$ cat config.mk
export PLATFORM = sky130hd
export DESIGN_NAME = serv_dbus_ctrl
export DESIGN_NICKNAME = d
export VERILOG_FILES = /design/src/rtl/serv_dbus_ctrl.sv
export SDC_FILE = /design/constraint.sdc
export NUM_CORES = 1
export LEC_CHECK = 0
export BUFFER_PORTS_ARGS = -buffer_cell sky130_fd_sc_hd__buf_2
export CORE_AREA = 2 2 100 102
export CTS_CLUSTER_SIZE = 25
export DETAILED_ROUTE_END_ITERATION = 16
export DIE_AREA = 0 0 102 104
export GPL_TIMING_DRIVEN = 0
export MAX_ROUTING_LAYER = met4
export PLACE_DENSITY = 0.83
export SLEW_MARGIN = 20
export SYNTH_ARGS = -nofsm -noshare
export SYNTH_HDL_FRONTEND = slang
export SYNTH_SLANG_ARGS = --single-unit
export TNS_END_PERCENT = 100
$ cat constraint.sdc
create_clock -name i_clk -period 1.26 [get_ports i_clk]
set_input_delay 0.063 -clock i_clk [delete_from_list [all_inputs] [get_ports i_clk]]
set_output_delay 0.063 -clock i_clk [all_outputs]
set_load 0.01 [all_outputs]
$ cat src/rtl/serv_dbus_ctrl.sv
// Serial-to-parallel data bus controller: shifts store data in, runs a single
// bus cycle, then shifts the aligned and sign-extended load result back out.
module serv_dbus_ctrl #(
  parameter int BITS_PER_CYCLE = 1
) (
  input  logic                      i_clk,
  input  logic                      i_rst,
  input  logic                      i_cnt_en,
  input  logic                      i_cnt_done,
  input  logic                      i_dbus_req,
  input  logic                      i_we,
  input  logic [1:0]                i_size,
  input  logic                      i_signed,
  input  logic [1:0]                i_lsb,
  input  logic [31:0]               i_adr,
  input  logic [BITS_PER_CYCLE-1:0] i_rs2,
  output logic [BITS_PER_CYCLE-1:0] o_q,
  output logic                      o_busy,
  output logic                      o_ack,
  output logic                      o_misalign,
  output logic [31:0]               o_wb_adr,
  output logic [31:0]               o_wb_dat,
  output logic [3:0]                o_wb_sel,
  output logic                      o_wb_we,
  output logic                      o_wb_cyc,
  input  logic [31:0]               i_wb_rdt,
  input  logic                      i_wb_ack
);

  typedef enum logic {IDLE, BUS} state_t;

  state_t      state;
  logic [31:0] dat;
  logic [4:0]  cnt;
  logic        sbit;
  logic [1:0]  lsb_r;
  logic [1:0]  size_r;
  logic        signed_r;

  logic [31:0] rdt_shift;
  logic        sign_bit;
  logic        data_beat;

  assign o_misalign = ((i_size == 2'b01) & i_lsb[0]) | (i_size[1] & (i_lsb != 2'b00));

  // Load data is moved down to bit 0 so it can be shifted out LSB first.
  assign rdt_shift = i_wb_rdt >> {lsb_r, 3'b000};
  assign sign_bit  = size_r[1] ? rdt_shift[31] : (size_r[0] ? rdt_shift[15] : rdt_shift[7]);

  // Beats past the access width carry the sign (or zero) fill instead of data.
  assign data_beat = size_r[1] | (size_r[0] ? !cnt[4] : (cnt[4:3] == 2'b00));

  always_comb begin
    o_q = '0;
    if (i_cnt_en)
      o_q = data_beat ? dat[BITS_PER_CYCLE-1:0] : {BITS_PER_CYCLE{sbit}};
  end

  always_comb begin
    o_wb_dat = dat;
    o_wb_sel = 4'b1111;
    if (!size_r[1]) begin
      if (size_r[0]) begin
        o_wb_dat = {2{dat[15:0]}};
        o_wb_sel = lsb_r[1] ? 4'b1100 : 4'b0011;
      end else begin
        o_wb_dat = {4{dat[7:0]}};
        o_wb_sel = 4'b0001 << lsb_r;
      end
    end
  end

  // NOTE: every register here uses <= so all updates see pre-edge values.
  always_ff @(posedge i_clk) begin
    if (i_rst) begin
      state    <= IDLE;
      o_wb_cyc <= 1'b0;
      o_busy   <= 1'b0;
      o_ack    <= 1'b0;
      o_wb_adr <= '0;
      o_wb_we  <= 1'b0;
      lsb_r    <= '0;
      size_r   <= '0;
      signed_r <= 1'b0;
      cnt      <= '0;
      sbit     <= 1'b0;
      dat      <= '0;
    end else begin
      o_ack <= 1'b0;
      if (i_cnt_done)
        cnt <= '0;
      else if (i_cnt_en)
        cnt <= cnt + 5'(BITS_PER_CYCLE);

      case (state)
        IDLE: begin
          if (i_cnt_en)
            dat <= {i_rs2, dat[31:BITS_PER_CYCLE]};
          if (i_dbus_req && !o_misalign) begin
            state    <= BUS;
            o_wb_cyc <= 1'b1;
            o_busy   <= 1'b1;
            o_wb_adr <= i_adr;
            o_wb_we  <= i_we;
            lsb_r    <= i_lsb;
            size_r   <= i_size;
            signed_r <= i_signed;
          end
        end
        BUS: begin
          // Requests arriving while a cycle is outstanding are dropped.
          if (i_wb_ack) begin
            state    <= IDLE;
            o_wb_cyc <= 1'b0;
            o_busy   <= 1'b0;
            o_ack    <= 1'b1;
            if (!o_wb_we) begin
              dat  <= rdt_shift;
              sbit <= signed_r & sign_bit;
            end
          end
        end
        default: state <= IDLE;
      endcase
    end
  end

endmodule
Word-level counts from Yosys, hierarchy flattened
Cells that the tools add are included.
Cells by class
  $add $sub $neg: 1
  equal/unequal tests: 5
  shift-type cells: 2
  mux-type cells: 21
  bitwise operators: 7
  reduce and logical (&&, ||, !) cells: 11
Operators with widths (count)
  2-to-1 mux 32 bit: 5
  one-hot mux 32 bit (2 select lines): 1
  >> shifter 32 x 5 -> 32 bit: 1
  2-to-1 mux 4 bit: 3
  2-to-1 mux 1 bit: 10
  != test 2 bit, second input constant: 4
  AND reduction 3 bit: 2
  adder 5 x 1 -> 5 bit, second input constant: 1
  one-hot mux 1 bit (2 select lines): 2
  AND reduction 2 bit: 2
  OR reduction 2 bit: 2
  left shift 1 x 2 -> 4 bit, first input constant: 1
  AND 1 bit: 3
  equality test 2 x 1 -> 1 bit, second input constant: 1
  logical NOT 1 bit: 2
  logical NOT 2 bit: 1
  NOT 1 bit: 2
  bitwise OR 1 bit: 2
  nonzero test 2 bit: 1
  logical AND 1 bit: 1
Word-level totals
  register bits: 79
  output and inout port bits: 74

Depth between registers and ports, before layout
  word-level depth: 7
  mapped depth: 6
  mapped depth without buffers: 4

Least setup slack after synthesis
No wires, ideal clock.
  path kind: flip-flop to flip-flop
  start: register lsb_r[0]
  end: register dat[5]
  setup time: 0.134 ns
  data arrival time: 1.168 ns
  slack: -0.042 ns
  stages on the path, launching flop included: 6
  buffers on the path: 2
  period minus slack after synthesis: 1.302 ns
  cell sequence: dfxtp_1 -> buf_6 -> buf_6 -> mux2_2 -> o211ai_1 -> a211oi_1
On the way
  cells in the longest elaborated chain, start to end: 4
Ends and longest elaborated chain
  start, declared: RTL line 36  | logic [1:0] lsb_r;
  start signal, assigned: RTL line 105  | lsb_r <= i_lsb;
  >> shifter 32 x 5 -> 32 bit: RTL line 47  | assign rdt_shift = i_wb_rdt >> {lsb_r, 3'b000};
  2-to-1 mux 32 bit: RTL line 117  | if (!o_wb_we) begin
  2-to-1 mux 32 bit: RTL line 112  | if (i_wb_ack) begin
  one-hot mux 32 bit (2 select lines): RTL line 95  | case (state)
  end signal, assigned: RTL line 98  | dat <= {i_rs2, dat[31:BITS_PER_CYCLE]};
  end signal, assigned: RTL line 118  | dat <= rdt_shift;
  end, declared: RTL line 33  | logic [31:0] dat;
No other way between the ends. The select of a mux whose other input is x is not followed.
A chain may end at the register's enable or synchronous reset.

Final worst setup path
  start: register size_r[0]
  end: output o_q
On the way
  cells in the longest elaborated chain, start to end: 4
Ends and longest elaborated chain
  start, declared: RTL line 37  | logic [1:0] size_r;
  start signal, assigned: RTL line 106  | size_r <= i_size;
  2-to-1 mux 1 bit: RTL line 51  | assign data_beat = size_r[1] | (size_r[0] ? !cnt[4] : (cnt[4:3] == 2'b00));
  bitwise OR 1 bit: RTL line 51
  2-to-1 mux 1 bit: RTL line 56  | o_q = data_beat ? dat[BITS_PER_CYCLE-1:0] : {BITS_PER_CYCLE{sbit}};
  2-to-1 mux 1 bit: RTL line 55  | if (i_cnt_en)
  end, declared: RTL line 17  | output logic [BITS_PER_CYCLE-1:0] o_q,
No other way between the ends.

==> run_results.csv <==
group,metric,value,unit
layout,syn_to_final_growth,67.7,%
yosys,ys_warn_count,0,
placed_design,io_buffers,148,
critical_path,slowest_stage,"dfxtp_4",
sta,worst_slew_pin_slew,0.742,ns
worst_hold_path,hold_class,"primary input to flop",
global_route,grt_max_degree,15,
critical_path,r2r_setup_slack,-0.26,ns
floorplan,rows,36,
power_and_ir_drop,power,0.00755,W
clock_network,numClockSinks,79,
sta,setup_tns,-17.04,ns
global_route,grtUsageTotal,0.309,
critical_path,cpPeakStageDelay,0.38,ns
power_and_ir_drop,power_leakage,3.16,nW
yosys,syn_nets,545,
sta,setup_ws,-0.303,ns
critical_path,cp_cell_sequence,"inv_4 > a21oi_2 > or3_1 > a21boi_2 > buf_2",
yosys,ys_ff_latch,79,
layout,multi_input_area,0.00269,mm^2
detailed_routing,wl_per_cell,21.6,um
sta,drv_slew,0,
status,violations,"negative setup slack",
global_route,grt_pass1_wl,24600,um
run,max_cap_violations,0,
clock_network,clk_path_buf_depth,2,
yosys,seq_area_frac_synth,0.381,
yosys,yosysTopAreaCell,"dfxtp_1",
layout,drive_gt1_frac,0.465,
floorplan,start_util,0.435,
layout,seqCellArea,0.00160,mm^2
sta,maxSlewHeadroom,0.505,
clock_network,clk_transition_reported_paths,0.09,ns
critical_path,end_kind,"output port",
layout,fin_util,0.729,
clock_network,cts-root-buf,"clkbuf_8",
detailed_routing,drt_wl_total,18100,um
placed_design,place_ws,-0.314,ns
yosys,avgSynthCellArea,8.89,um^2
power_and_ir_drop,ir_drop,0.000984,V
detailed_routing,drc_errors,0,
detailed_routing,via_per_inst,5.84,
floorplan,die_y,104,um
yosys,synth_edf_count,0,
power_and_ir_drop,powerDensity,1080,mW/mm^2
global_route,grt-ovfl-total,0,
layout,fin_area,0.00696,mm^2
clock_network,cts_tree,"yes",
clock_network,clk_latency,0.36,ns
yosys,async_flop_share,0,
sta,fin_crit,1.56,ns
global_route,grt_pass1_vias,4844,
detailed_routing,dr.first_iter.drc_count,383,
floorplan,fp.dieW,102,um
yosys,syn_inst,467,
yosys,ys.flop_type,"dfxtp_1",
layout,final_net_count,778,
critical_path,cp-start-kind,"flop",
placed_design,gp_congestion,0.930,
yosys,syn_area,0.00415,mm^2
global_route,antenna_found_initial,0,
yosys,yosys.cell_count.top_type,"dfxtp_1",
clock_network,htreeDepth,3,
placed_design,dpl.hpwl,10000,um
sta,setup_viol,101,
floorplan,core_area,0.00955,mm^2
critical_path,critical_path_required,1.20,ns
critical_path,critPathKind,"flop to output port",
critical_path,critical_path_arrival,1.50,ns
placed_design,placed_cell_area,0.00507,mm^2
sta,period_share,1.24,
yosys,synth_area_leaders,"dfxtp_1 38%, mux2i_1 16%, nor2_1 6.7%, mux2_2 6.2%, o211ai_1 4.2%",
sta,fmaxAchievable,0.640,GHz
yosys,synth_top_area_share,0.381,
floorplan,num_io_pins,151,
sta,hold_viol_final,0,
critical_path,critPathMaxFanout,4,
detailed_routing,drtAntennaViolNets,0,
layout,fillers,626,
detailed_routing,first_pass_iters,5,
detailed_routing,dr_total_vias,4892,
yosys,synth_cell_type_count,40,
status,outcome,"finished, violations left",
clock_network,cts_buffers,9,
floorplan,die-area,0.0106,mm^2
sta,rsz0062_at_grt,"yes",
sta,finClkSkew,0.00687,ns
yosys,synthTopCellsByCount,"79 x dfxtp_1, 74 x nor2_1, 65 x mux2i_1, 30 x nand2_1",
layout,antenna-diode-count,0,
==> stage by stage <==
stage / hold WS, ns / cells
after CTS: 0.0213 / 816
after detailed placement: 0.299 / 748
after global routing: 0.0393 / 838
after floorplan: 0.140 / 467
final: 0.0131 / 838
after global placement: 0.291 / 748
==> repair_timing <==
action | 4_1_cts | 5_1_grt
setup buffers | 11 | 19
cloned | 5 | 6
pin swaps | 27 | 30
hold buffers | 39 | 0
gates resized for setup | 141 | 70
setup endpoints to repair | 91 | 100
hold endpoints to repair | 44 | 0
==> where the power goes <==
part | internal [W] | switching (W) | leakage [nW] | total [W]
sequential | 0.00266 | 0.000187 | 0.651 | 0.00285
combinational | 0.00123 | 0.00111 | 2.39 | 0.00234
clock | 0.00133 | 0.00102 | 0.119 | 0.00236
total | 0.00523 | 0.00232 | 3.16 | 0.00755
==> final timing paths <==
| path | start | to | cells after the start |
|---|---|---|---|
| worst max register to register | state | dat[21] | 6 |
| worst min register to register | sbit | sbit | 2 |
| worst max-delay path | size_r[0] | o_q | 5 |
| worst min-delay path | i_adr[31] | o_wb_adr[31] | 3 |
==> flip-flops by register name, summed over array words and instances, names as in the netlist, 2 cells and up <==
register,count
dat,32
lsb_r,2
cnt,5
o_wb_adr,32
size_r,2
==> cells by family after synthesis <==
group	after synthesis	synth area share
fa+ha+maj	1	0.00301
buf+inv	54	0.0730
mux	88	0.219
compound gates	87	0.145
xor+xnor	5	0.0106
simple gates	153	0.168
flops	79	0.381
==> worst max-delay path: cells and delay by family (launching register included) <==
kind / cells / cell delay, ns
compound gates: 2 / 0.22
simple gates: 1 / 0.33
buf+inv: 2 / 0.21
flops: 1 / 0.38
==> cells in the final DEF (no fill, tap or decap), types with 10 or more instances in the layout <==
cell type and n:
dlygate4sd3_1 39, nor3_1 21, mux2i_4 10, dfxtp_1 72, mux2i_1 48, a211oi_2 11
a21oi_1 15, buf_6 42, o211ai_1 23, nor2_1 68, buf_12 10, mux2_4 23
buf_4 20, buf_2 134, buf_8 10, nand2_1 28
==> area by class of cell <==
class,instances,area share
tap,133,0.0239
multi-input combinational,334,0.386
timing repair buffer,226,0.253
sequential,79,0.230
clock inverter,6,0.0169
inverter,4,0.00432
clock buffer,10,0.0183
buffer,46,0.0682
==> routing by layer <==
layer  wire length (um)  global-route usage  vias to the layer above
met4                899               0.138                        0
li1                   -                   -                     2116
met2               8980               0.508                      369
met5                  0                   -                        -
met1               6530               0.359                     2314
met3               1670              0.0632                       93
Power figures use the tool's default switching activity.
